## config.mk

```make
export PLATFORM = sky130hd
export DESIGN_NAME = wb_unit
export DESIGN_NICKNAME = d
export VERILOG_FILES = /design/src/rtl/globals_sv.sv /design/src/rtl/wb_fifo.sv /design/src/rtl/wb_unit.sv
export SDC_FILE = /design/constraint.sdc
export NUM_CORES = 1
export LEC_CHECK = 0
export ABC_AREA = 1
export BUFFER_PORTS_ARGS = -buffer_cell sky130_fd_sc_hd__buf_2
export CORE_AREA = 2 2 220 179
export DETAILED_ROUTE_END_ITERATION = 12
export DIE_AREA = 0 0 222 181
export HOLD_SLACK_MARGIN = 0.12
export MAX_ROUTING_LAYER = met4
export PLACE_DENSITY_LB_ADDON = 0.3
export SLEW_MARGIN = 40
export SYNTH_ARGS = -nofsm -noshare
export SYNTH_HDL_FRONTEND = slang
export SYNTH_SLANG_ARGS = --single-unit
```

## constraint.sdc

```tcl
create_clock -name ck -period 16.8 [get_ports ck]
set_clock_uncertainty 0.2 [all_clocks]
set_input_delay 0.84 -clock ck [delete_from_list [all_inputs] [get_ports ck]]
set_output_delay 0.84 -clock ck [all_outputs]
set_load 0.02 [all_outputs]
```

## src/rtl/globals_sv.sv

```systemverilog
// Shared widths and the write-queue entry type for the write-back unit.
package globals_sv;

  localparam int unsigned N      = 4;
  localparam int unsigned W      = 8;
  localparam int unsigned CLOG2M = 4;
  localparam int unsigned CLOG2W = 3;

  localparam int unsigned DW = N * W;
  localparam int unsigned AW = CLOG2M + CLOG2W;

  // One bank write: bank (1 = odd), address, full word and {upper,lower} enables.
  typedef struct packed {
    logic          bank;
    logic [AW-1:0] addr;
    logic [DW-1:0] data;
    logic [1:0]    mask;
  } wb_entry_t;

  // Single-half write entry; data is expected to carry only the selected half.
  function automatic wb_entry_t half_entry(input logic          bank,
                                           input logic [AW-1:0] addr,
                                           input logic [DW-1:0] data,
                                           input logic          lower);
    wb_entry_t e;
    e.bank = bank;
    e.addr = addr;
    e.data = data;
    e.mask = lower ? 2'b01 : 2'b10;
    return e;
  endfunction

endpackage

```

## src/rtl/wb_fifo.sv

```systemverilog
// Write queue: up to two pushes per cycle (push0 older than push1), one pop.
// Ports: ck/rst clock and sync reset; push0_v/push0, push1_v/push1 entries in
// program order; pop removes head; head is the oldest entry; count is the
// occupancy; drop flags that at least one push did not fit this cycle.
module wb_fifo
  import globals_sv::*;
#(
  parameter int unsigned FD = 4
) (
  input  logic                   ck,
  input  logic                   rst,
  input  logic                   push0_v,
  input  wb_entry_t              push0,
  input  logic                   push1_v,
  input  wb_entry_t              push1,
  input  logic                   pop,
  output wb_entry_t              head,
  output logic [$clog2(FD):0]    count,
  output logic                   drop
);

  localparam int unsigned PW = $clog2(FD);
  localparam int unsigned CW = PW + 1;

  wb_entry_t     mem [FD];
  logic [PW-1:0] wp;
  logic [PW-1:0] rp;
  logic [CW-1:0] free;
  logic          acc0;
  logic          acc1;

  // Space freed by this cycle's pop is usable by this cycle's pushes.
  always_comb begin
    free = CW'(FD) - count + CW'(pop);
    acc0 = push0_v && (free >= CW'(1));
    acc1 = push1_v && (free >= CW'(2));
    drop = (push0_v && !acc0) || (push1_v && !acc1);
  end

  always_ff @(posedge ck) begin
    if (rst) begin
      wp    <= '0;
      rp    <= '0;
      count <= '0;
    end else begin
      wp    <= wp + PW'(acc0) + PW'(acc1);
      rp    <= rp + PW'(pop);
      count <= count + CW'(acc0) + CW'(acc1) - CW'(pop);
    end
  end

  // Storage needs no reset; pointers define validity.
  always_ff @(posedge ck) begin
    if (acc0) mem[wp] <= push0;
    if (acc1) mem[wp + PW'(1)] <= push1;
  end

  assign head = mem[rp];

endmodule

```

## src/rtl/wb_unit.sv

```systemverilog
// Write-back unit: merges half-word result beats into full-word bank writes
// and queues them for the even/odd memory banks.
// Ports: ck/rst clock and sync reset; i_wr/i_wrh/i_wrh_l_n/i_ev_odd_n beat
// control; i_even_addr/i_odd_addr/i_data beat payload; i_flush pushes any
// pending half; mem_rdy memory ready; o_{even,odd}_{we,addr,data,mask} bank
// write ports; o_idle nothing pending or queued; o_ovf sticky drop flag;
// o_wcount strobed-write counter.
module wb_unit #(
  parameter int unsigned N  = globals_sv::N,
  parameter int unsigned W  = globals_sv::W,
  parameter int unsigned AW = globals_sv::CLOG2M + globals_sv::CLOG2W,
  parameter int unsigned FD = 4
) (
  input  logic          ck,
  input  logic          rst,
  input  logic          i_wr,
  input  logic          i_wrh,
  input  logic          i_wrh_l_n,
  input  logic          i_ev_odd_n,
  input  logic [AW-1:0] i_even_addr,
  input  logic [AW-1:0] i_odd_addr,
  input  logic [N*W-1:0] i_data,
  input  logic          i_flush,
  input  logic          mem_rdy,
  output logic          o_even_we,
  output logic [AW-1:0] o_even_addr,
  output logic [N*W-1:0] o_even_data,
  output logic [1:0]    o_even_mask,
  output logic          o_odd_we,
  output logic [AW-1:0] o_odd_addr,
  output logic [N*W-1:0] o_odd_data,
  output logic [1:0]    o_odd_mask,
  output logic          o_idle,
  output logic          o_ovf,
  output logic [15:0]   o_wcount
);
  import globals_sv::*;

  localparam int unsigned DWD = N * W;
  localparam int unsigned HW  = DWD / 2;
  localparam logic [DWD-1:0] LO_MASK = {{HW{1'b0}}, {HW{1'b1}}};

  logic           pend_v, pend_bank, pend_lower;
  logic [AW-1:0]  pend_addr;
  logic [DWD-1:0] pend_data;
  logic           nxt_v, nxt_bank, nxt_lower;
  logic [AW-1:0]  nxt_addr;
  logic [DWD-1:0] nxt_data;

  logic [AW-1:0]  beat_addr;
  logic [DWD-1:0] half_data;
  wb_entry_t      p0, p1, head;
  logic           p0_v, p1_v, drop, we, empty;
  logic [$clog2(FD):0] count;

  // Beat decode: pending-half bookkeeping and up to two in-order pushes.
  always_comb begin
    nxt_v     = pend_v;
    nxt_bank  = pend_bank;
    nxt_lower = pend_lower;
    nxt_addr  = pend_addr;
    nxt_data  = pend_data;
    p0_v      = 1'b0;
    p1_v      = 1'b0;
    p0        = '0;
    p1        = '0;
    beat_addr = i_ev_odd_n ? i_odd_addr : i_even_addr;
    half_data = i_data & (i_wrh_l_n ? LO_MASK : ~LO_MASK);

    if (i_wr && !i_wrh) begin
      if (pend_v) begin
        p0_v = 1'b1;
        p0   = half_entry(pend_bank, pend_addr, pend_data, pend_lower);
        p1_v = 1'b1;
        p1   = '{bank: i_ev_odd_n, addr: beat_addr, data: i_data, mask: 2'b11};
      end else begin
        p0_v = 1'b1;
        p0   = '{bank: i_ev_odd_n, addr: beat_addr, data: i_data, mask: 2'b11};
      end
      nxt_v = 1'b0;
    end else if (i_wr) begin
      if (pend_v && (pend_bank == i_ev_odd_n) && (pend_addr == beat_addr) &&
          (pend_lower != i_wrh_l_n)) begin
        p0_v  = 1'b1;
        p0    = '{bank: i_ev_odd_n, addr: beat_addr, data: pend_data | half_data,
                  mask: 2'b11};
        nxt_v = 1'b0;
      end else begin
        if (pend_v) begin
          p0_v = 1'b1;
          p0   = half_entry(pend_bank, pend_addr, pend_data, pend_lower);
        end
        nxt_v     = 1'b1;
        nxt_bank  = i_ev_odd_n;
        nxt_lower = i_wrh_l_n;
        nxt_addr  = beat_addr;
        nxt_data  = half_data;
      end
    end

    // Flush sees the pending state left by this cycle's beat.
    if (i_flush && nxt_v) begin
      if (p0_v) begin
        p1_v = 1'b1;
        p1   = half_entry(nxt_bank, nxt_addr, nxt_data, nxt_lower);
      end else begin
        p0_v = 1'b1;
        p0   = half_entry(nxt_bank, nxt_addr, nxt_data, nxt_lower);
      end
      nxt_v = 1'b0;
    end
  end

  wb_fifo #(.FD(FD)) u_fifo (
    .ck      (ck),
    .rst     (rst),
    .push0_v (p0_v),
    .push0   (p0),
    .push1_v (p1_v),
    .push1   (p1),
    .pop     (we),
    .head    (head),
    .count   (count),
    .drop    (drop)
  );

  assign empty = (count == '0);
  assign we    = !empty && mem_rdy;

  // Head drives only its own bank; the other bank stays at zero.
  always_comb begin
    o_even_we   = 1'b0;
    o_even_addr = '0;
    o_even_data = '0;
    o_even_mask = '0;
    o_odd_we    = 1'b0;
    o_odd_addr  = '0;
    o_odd_data  = '0;
    o_odd_mask  = '0;
    if (!empty) begin
      if (head.bank) begin
        o_odd_we   = we;
        o_odd_addr = head.addr;
        o_odd_data = head.data;
        o_odd_mask = head.mask;
      end else begin
        o_even_we   = we;
        o_even_addr = head.addr;
        o_even_data = head.data;
        o_even_mask = head.mask;
      end
    end
  end

  assign o_idle = !pend_v && empty;

  always_ff @(posedge ck) begin
    if (rst) begin
      pend_v     <= 1'b0;
      pend_bank  <= 1'b0;
      pend_lower <= 1'b0;
      pend_addr  <= '0;
      pend_data  <= '0;
      o_ovf      <= 1'b0;
      o_wcount   <= '0;
    end else begin
      pend_v     <= nxt_v;
      pend_bank  <= nxt_bank;
      pend_lower <= nxt_lower;
      pend_addr  <= nxt_addr;
      pend_data  <= nxt_data;
      if (drop) o_ovf <= 1'b1;
      if (we)   o_wcount <= o_wcount + 16'd1;
    end
  end

endmodule

```

; ---- Yosys cells after proc, flatten, opt, wreduce, memory -nomap -nowiden
; Memory sizes are Yosys's and may differ from the RTL's. A register that Yosys moved wholly into a read port is not among the register bits.
; Cells that the tools add are included.
; Widths: inputs -> output; s select.
[totals]
register_bits = 66
mem_bits_rw = 168
inputBits = 54
memories = 1
[mem_list]
columns = name, depth, word_bits, rd, rd_clocked_by_memory_dff, write_ports, line_no
row1 = u_fifo.mem, 4, 42, 1, 1, 2, wb_fifo.sv:25  ; wb_entry_t mem [FD];
[classes]
addsub = 10
n_lt_le_gt_ge = 2
eq_ne = 3
n_mux = 59
n_bitwise = 2
n_reduce_logical = 19
[op_table]
columns = operator, count
row1 = $mux 42, 11
row2 = $mux 32, 8
row3 = $mux 7, 8
row4 = $and 32x32->32, 1
row5 = $or 32x32->32, 1
row6 = $mux 1, 25
row7 = $add 16x1->16 const B, 1
row8 = $mux 2, 7
row9 = $logic_and 1x1->1, 11
row10 = $add 3x1->3, 3
row11 = $eq 7x7->1, 1
row12 = $add 2x1->2, 3
row13 = $logic_not 1->1, 5
row14 = $ge 3x1->1 const B, 1
row15 = $ge 3x2->1 const B, 1
row16 = $logic_not 3->1, 1
row17 = $sub 3x1->3, 1
row18 = $sub 3x3->3 const A, 1
row19 = $add 2x1->2 const B, 1
row20 = $reduce_or 2->1, 1
row21 = $eq 1x1->1, 1
row22 = $logic_or 1x1->1, 1
row23 = $ne 1x1->1, 1

; ---- Depth between registers and ports, before layout
; Gate-level depths: netlist (run 1).
[logic_depth]
ltp_word = 13
depth_mapped = 20
depth_no_buf = 19

; ---- Hierarchy
; A second synthesis (run 1) with hierarchy kept.
[unflattened]
cells_unflattened = 2228
hier_area_um2 = 15304.7
[by_module_without_submodules]
columns = module, n_inst, cells_each, area_each_um2
row1 = wb_fifo, 1, 1049, 9317.7
row2 = wb_unit, 1, 1179, 5987.0

; ---- Worst setup path before layout (run 1)
; Ideal clock, no wire load.
[synth_path]
path_type = input to register
start = in mem_rdy
end = mem u_fifo.mem[0][0] (netlist name), enable pin
setup_time_ps = 500
arrival_time_ps = 5299
slack_ps = 10801
cell_stages = 8
cell_sequence = nand2_2 ha_1 inv_1 ha_1 o21ai_0 clkbuf_1 o21ai_1 o21ai_0
[synth_lines]
columns = item, line_no
row1 = from (decl), wb_unit.sv:24  ; input logic mem_rdy,
row2 = to (decl), wb_fifo.sv:25

; ---- Worst setup path in the final report (run 1)
[layout_path]
start = in i_wrh
end = reg u_fifo.count[1]
[layout_via]
elab_chain_cells = 9
[layout_rtl]
columns = item, line_no
row1 = from (decl), wb_unit.sv:17  ; input logic i_wrh,
row2 = $logic_not 1->1 *, wb_unit.sv:70  ; if (i_wr && !i_wrh) begin
row3 = $logic_and 1x1->1 *, wb_unit.sv:70
row4 = $mux 1, wb_unit.sv:70
row5 = $logic_and 1x1->1, wb_unit.sv:102  ; if (i_flush && nxt_v) begin
row6 = $mux 1, wb_unit.sv:102
row7 = $logic_and 1x1->1, wb_fifo.sv:35  ; acc0 = push0_v && (free >= CW'(1));
row8 = $add 3x1->3, wb_fifo.sv:48  ; count <= count + CW'(acc0) + CW'(acc1) - CW'(pop);
row9 = $add 3x1->3 *, wb_fifo.sv:48
row10 = $sub 3x1->3 *, wb_fifo.sv:48
row11 = to (signal assigned), wb_fifo.sv:48
row12 = to (decl), wb_fifo.sv:18  ; output logic [$clog2(FD):0] count,
; Mark *: on every way between the ends. The rest lies on a longest branch, timed or not.
; A chain may end at the register's enable or synchronous reset.

==> metrics.cfg, run 1 <==
[worst_setup_path]
worstPathRequired_ns=17.00
reg2regPathDepth=15
cp-end-kind=register
crit_arrival_ns=4.79
start_kind=primary input
crit_fanout=45
critPathKind=primary input to register

[cts]
cts-root-buf=clkbuf_16
cts_tree=yes
clk_pin_slew_ns=0.06
cts-htree-levels=1
cts_hold_buffers=0
cts.path.max_buffers=3
ctsResizeCount=0
post_cts_buffers=0
cts.sinks=234
numCtsBuffers=27
clk_latency_ns=0.57

[die]
rows=64
placeableCoreArea_um2=37900
io_pins=156
start_util_pct=37.7
die_h_um=181
design.die.area_um2=40200
die-width_um=222

[sta]
fmax_mhz=218
setup_viol_count_final=0
fin_crit_sh_pct=27.3
rsz0062_at_grt=false
tightest_slew_ns=0.828
slew_headroom_pct=44.8
hold_ws_ns=0.257
fin_crit_ns=4.59
report.final.slew_viol_count=0
hold_viol_final=0
tns_ns=0

[placed_design]
dpl_cell_area_um2=15500
port_buffers=155
placed_cells=2587
dpl.hpwl_mm=29.1
place.gp.congestion=0.914

[finish]
num-fill-cells=3807
layout_commonest_cell=nand2_1
final_cells=2637
num_antenna_cells=0
final_layout_size_suffix_gt1_share_pct=12.7
design_area_um2=16400
post-route-util_pct=43.3
layout.nets=2183
areaGrowthSynthToFinish_pct=14.7
final_cell_mix=nand2_1, a21oi_1, edfxtp_1

[synthesis]
syn_nets=2097
yosysUniqueCellTypes=39
synthArstFlopShare_pct=0
synthFlopType=edfxtp_1
syn_area_um2=14300
synth-edff-count=168
syn_area_per_cell_um2=7.02
post_synth_inst_count=2035
synth-seq-cells=234
seq_area_frac_synth_pct=44.6
yosys_warnings=0

[detailed_routing]
drc_errors=0
dr.pass1.iters=6
drt-total-wl_mm=46.8
wl_per_cell_um=17.7
avgViaCountPerCell=5.35
drtAntennaViolNets=0
drtIter0Drc=1238
route.vias.total=14100

[grt]
grt_pass1_vias=13700
grt_pass1_wl_mm=73.4
antenna_found_initial=0
track_usage_pct=23.5
gr-total-overflow=0
grt_max_degree=87

[pwr]
irDropWorstVdd_v=0.000101
p_leak_uw=0.00734
p_per_area_nw_per_um2=133

[run_status]
outcome=finished, final reports clean

[min_path]
hold_path.class=register to register
hold_path_depth=2

[run]
maxCapViolations=0

[registers in the layout (all words and copies together) (netlist names)]
register / flops
o_ovf: 1
o_wcount: 16
pend_addr: 7
pend_bank: 1
pend_data: 32
pend_lower: 1
pend_v: 1
u_fifo.count: 3
u_fifo.mem: 168
u_fifo.rp: 2
u_fifo.wp: 2
[final timing paths]
check	from	to	slack, ns
worst min register to register	o_wcount[4]	o_wcount[4]	0.26
worst max register to register	u_fifo.count[0]	u_fifo.count[1]	12.54
worst max-delay path	i_wrh	u_fifo.count[1]	12.21
worst min-delay path	o_wcount[4]	o_wcount[4]	0.26
[stage by stage]
step,power [µW],worst slack [ns]
global route,2300,12.02
floorplan,1320,10.80
CTS,2200,12.30
finish,2180,12.21
global placement,1590,11.77
detailed placement,1610,11.70
[where the power goes]
part	internal (µW)	leakage [µW]	switching, µW
Sequential	725	0.00211	28.7
Clock	332	0.000423	253
Combinational	237	0.00481	605
Total	1290	0.00734	887
[area by class of cell]
class / count / area, µm² / share of cell area, %
flip-flops and latches: 234 / 6370 / 38.9
clock buffers: 31 / 701 / 4.28
multi-input cells: 1567 / 7050 / 43.0
well taps: 495 / 619 / 3.78
repair buffers: 184 / 1080 / 6.57
clock inverters: 19 / 169 / 1.03
inverters: 107 / 402 / 2.45
[cells in the mapped netlist (3+ instances only)]
cell type / n / area (µm²)
nand3_1: 82 / 410
nand4_1: 6 / 37.5
inv_1: 102 / 383
buf_6: 3 / 33.8
o21ai_2: 6 / 52.6
o21ai_0: 46 / 230
nand3_2: 9 / 90.1
nand2_1: 920 / 3450
edfxtp_1: 168 / 5040
buf_1: 13 / 48.8
a21oi_1: 171 / 856
nor2_4: 4 / 45.0
clkbuf_1: 65 / 244
inv_2: 4 / 15.0
nor2_1: 151 / 567
dfxtp_1: 66 / 1320
xor2_1: 3 / 26.3
ha_1: 5 / 62.6
a32o_1: 41 / 410
fa_1: 3 / 60.1
buf_2: 43 / 215
nor3_1: 10 / 50.1
o21ai_1: 93 / 465
[logic make-up (layout without fill, tap and decap cells)]
group | count (synthesis) | count (layout) | synth area share (%)
simple gates | 1193 | 1193 | 33.2
compound gates | 362 | 362 | 14.4
flops | 234 | 234 | 44.6
buf+inv | 234 | 341 | 6.73
fa+ha+maj | 8 | 8 | 0.858
xor+xnor | 4 | 4 | 0.245
[worst max-delay path, cell delays in order]
cell	delay (ns)
buf_2	0.12
inv_2	0.09
nand2_2	0.06
buf_4	0.51
inv_1	0.41
a21oi_1	0.45
nand4_4	0.67
nand2_4	0.41
nand2_4	0.17
fa_1	0.44
inv_1	0.08
fa_1	0.42
inv_1	0.07
nor2_1	0.04
[routing by layer]
layer | global-route usage, % | routed length (µm)
met4 | 9.38 | 1650
met3 | 2.86 | 3540
met5 | - | 0
met1 | 30.8 | 20800
met2 | 37.2 | 20800
No activity file was read; power rests on OpenSTA's default activity.
==> run 2, diff against run 1 <==
Settings changed: ABC_AREA 1 to 0, CORE_AREA 2 2 220 179 to 2 2 211 172, DIE_AREA 0 0 222 181 to 0 0 213 174.
Clock period 16.8 ns to 4.5 ns, I/O delays scaled along.
==> run 2 against run 1 <==
Compared with the run above: non-clock buffer count rose by 66; combinational power grew to 3.3 times the previous value; power grew to 3.5 times the previous value; clock-buffer cell count stayed put; critical path depth shrank 1; via count decreased by 26%; critical endpoint is now u_fifo.mem[0][39]; highest routed layer unchanged.
==> metrics.cfg, run 2 <==
[run_status]
outcome=finished, final reports clean

[worst_setup_path]
r2r_setup_slack_ns=0.85
critPathKind=primary input to register
worstPathRequired_ns=4.54
cp-end-kind=register
crit_fanout=71
crit_arrival_ns=4.33
start_kind=primary input

[cts]
cts.path.max_buffers=3
clk_pin_slew_ns=0.06
clk_latency_ns=0.53
ctsResizeCount=0
cts-root-buf=clkbuf_16
cts.sinks=234
numCtsBuffers=25
cts_tree=yes
cts-htree-levels=1

[sta]
worst_slack_ns=0.209
hold_viol_final=0
report.final.slew_viol_count=0
tightest_slew_ns=0.824
slew_headroom_pct=45.0
rsz0062_at_grt=false
fin_crit_sh_pct=95.3
fmax_mhz=233
setup_viol_count_final=0
hold_ws_ns=0.140
fin_crit_ns=4.29

[finish]
layout.nets=1428
num-fill-cells=3266
largest_reg_flops=168
final_layout_size_suffix_gt1_share_pct=22.8
layout_commonest_cell=edfxtp_1
final_cell_mix=edfxtp_1, buf_2, nand3_1
reg.largest.list=u_fifo.mem (168), pend_data (32), o_wcount (16)
areaGrowthSynthToFinish_pct=20.4
top_register=u_fifo.mem

[pwr]
irDropWorstVdd_v=0.000304
p_per_area_nw_per_um2=485
p_leak_uw=0.00568

[placed_design]
dpl.hpwl_mm=22.6
place.gp.congestion=0.806
port_buffers=155
place_ws_ns=0.516

[grt]
gr-total-overflow=0
grt_pass1_wl_mm=57.2
grt_max_degree=77
track_usage_pct=20.3
grt_pass1_vias=9777
antenna_found_initial=1

[synthesis]
synth_top_area_share_pct=38.5
syn_area_per_cell_um2=10.6
syn_area_um2=13100
synthFlopType=edfxtp_1
yosys-top-cells-area=edfxtp_1, dfxtp_1, mux4_2
syn_nets=1303
synth-edff-count=168
yosys_warnings=0
synth-seq-cells=234
synth.largest_area_cell=edfxtp_1
yosysUniqueCellTypes=63
yosysMostFrequentCell=edfxtp_1
seq_area_frac_synth_pct=48.6
synthTopCellsByCount=edfxtp_1, nand3_1, and2_1
post_synth_inst_count=1241
synthArstFlopShare_pct=0

[detailed_routing]
route.vias.total=10500
drc_errors=0
drtIter0Drc=932
avgViaCountPerCell=5.62
wl_per_cell_um=19.8
dr.pass1.iters=6
drt-total-wl_mm=36.9
drtAntennaViolNets=0

[die]
start_util_pct=37.3
die-width_um=213
design.die.area_um2=37100
die_h_um=174
rows=62
placeableCoreArea_um2=35100
io_pins=156

[min_path]
hold_path.class=primary input to register

[run]
maxCapViolations=0

[run 2: cell types whose count changed in the layout (fill, tap and decap cells not counted), sizes merged, moves of 52 or more]
cell / previous run / this run
nand2: 924 / 20
a21oi: 171 / 41
nor2: 156 / 45
inv: 107 / 15
and2: 1 / 85
a22o: 0 / 65
nand4: 7 / 66
dlygate4sd3: 0 / 52
[run 2: layout make-up]
class	instances	area [µm²]	share of cell area, %
flip-flops and latches	234	6370	40.4
multi-input cells	842	6240	39.5
repair buffers	250	1680	10.7
clock buffers	31	658	4.17
well taps	480	601	3.81
clock inverters	14	181	1.15
inverters	13	48.8	0.309
diodes	1	2.50	0.0159
[run 2: where the power goes]
part	switching [µW]	leakage (µW)	total (µW)	internal (µW)
Clock	866	0.000418	2140	1270
Combinational	1680	0.00315	2770	1090
Sequential	104	0.00211	2750	2640
[run 2: through the flow]
stage	TNS, ns	total power, µW	cell area [µm²]	cells	utilization (%)
2_1_floorplan	-2.10	4520	13100	1241	-
3_3_place_gp	0	5480	14300	1764	40.8
3_5_place_dp	0	5560	14400	1766	40.9
4_1_cts	0	7740	15700	1863	44.8
5_1_grt	0	8050	15800	1865	44.9
6_report	0	7650	15800	1865	44.9
[run 2: kinds of logic after synthesis]
group | synth area share [%]
muxes | 9.48
xor gates and xnor gates | 1.87
and+or+nand+nor | 16.3
buffers and inverters | 5.04
adders and majority gates | 0.935
DFF | 48.6
AOI/OAI and AO/OA | 17.8
[run 2: final timing paths]
check | from | to | cells past startpoint
hold / removal | i_wrh_l_n | pend_data[1] | 4
setup reg to reg | u_fifo.count[2] | u_fifo.count[1] | 15
hold reg to reg | pend_data[29] | pend_data[29] | 2
setup / recovery | i_ev_odd_n | u_fifo.mem[0][39] | 13
[run 2: worst max-delay path, cell delays in order]
cell           delay (ns)
dlygate4sd3_1        0.52
buf_2                0.33
mux2i_1              0.21
dlygate4sd3_1        0.56
buf_4                0.15
o211ai_1             0.13
or4_4                0.57
o21ai_4              0.19
buf_4                0.24
a211oi_4             0.09
buf_4                0.40
nor2_1               0.52
o22ai_1              0.19
[run 2: repair_timing]
item                                   in CTS  in global routing
setup buffers                               0                  0
hold buffers                               52                  0
endpoints found under the hold margin     198                  0
[run 2: layer usage]
| metal | global-route usage [%] | up-vias | share of wire (%) |
|---|---|---|---|
| met5 | - | - | 0 |
| met4 | 3.96 | 0 | 1.8 |
| met3 | 2.42 | 41 | 6.3 |
| met2 | 31.4 | 387 | 46 |
| met1 | 28.9 | 5078 | 46 |
| li1 | - | 4977 | - |
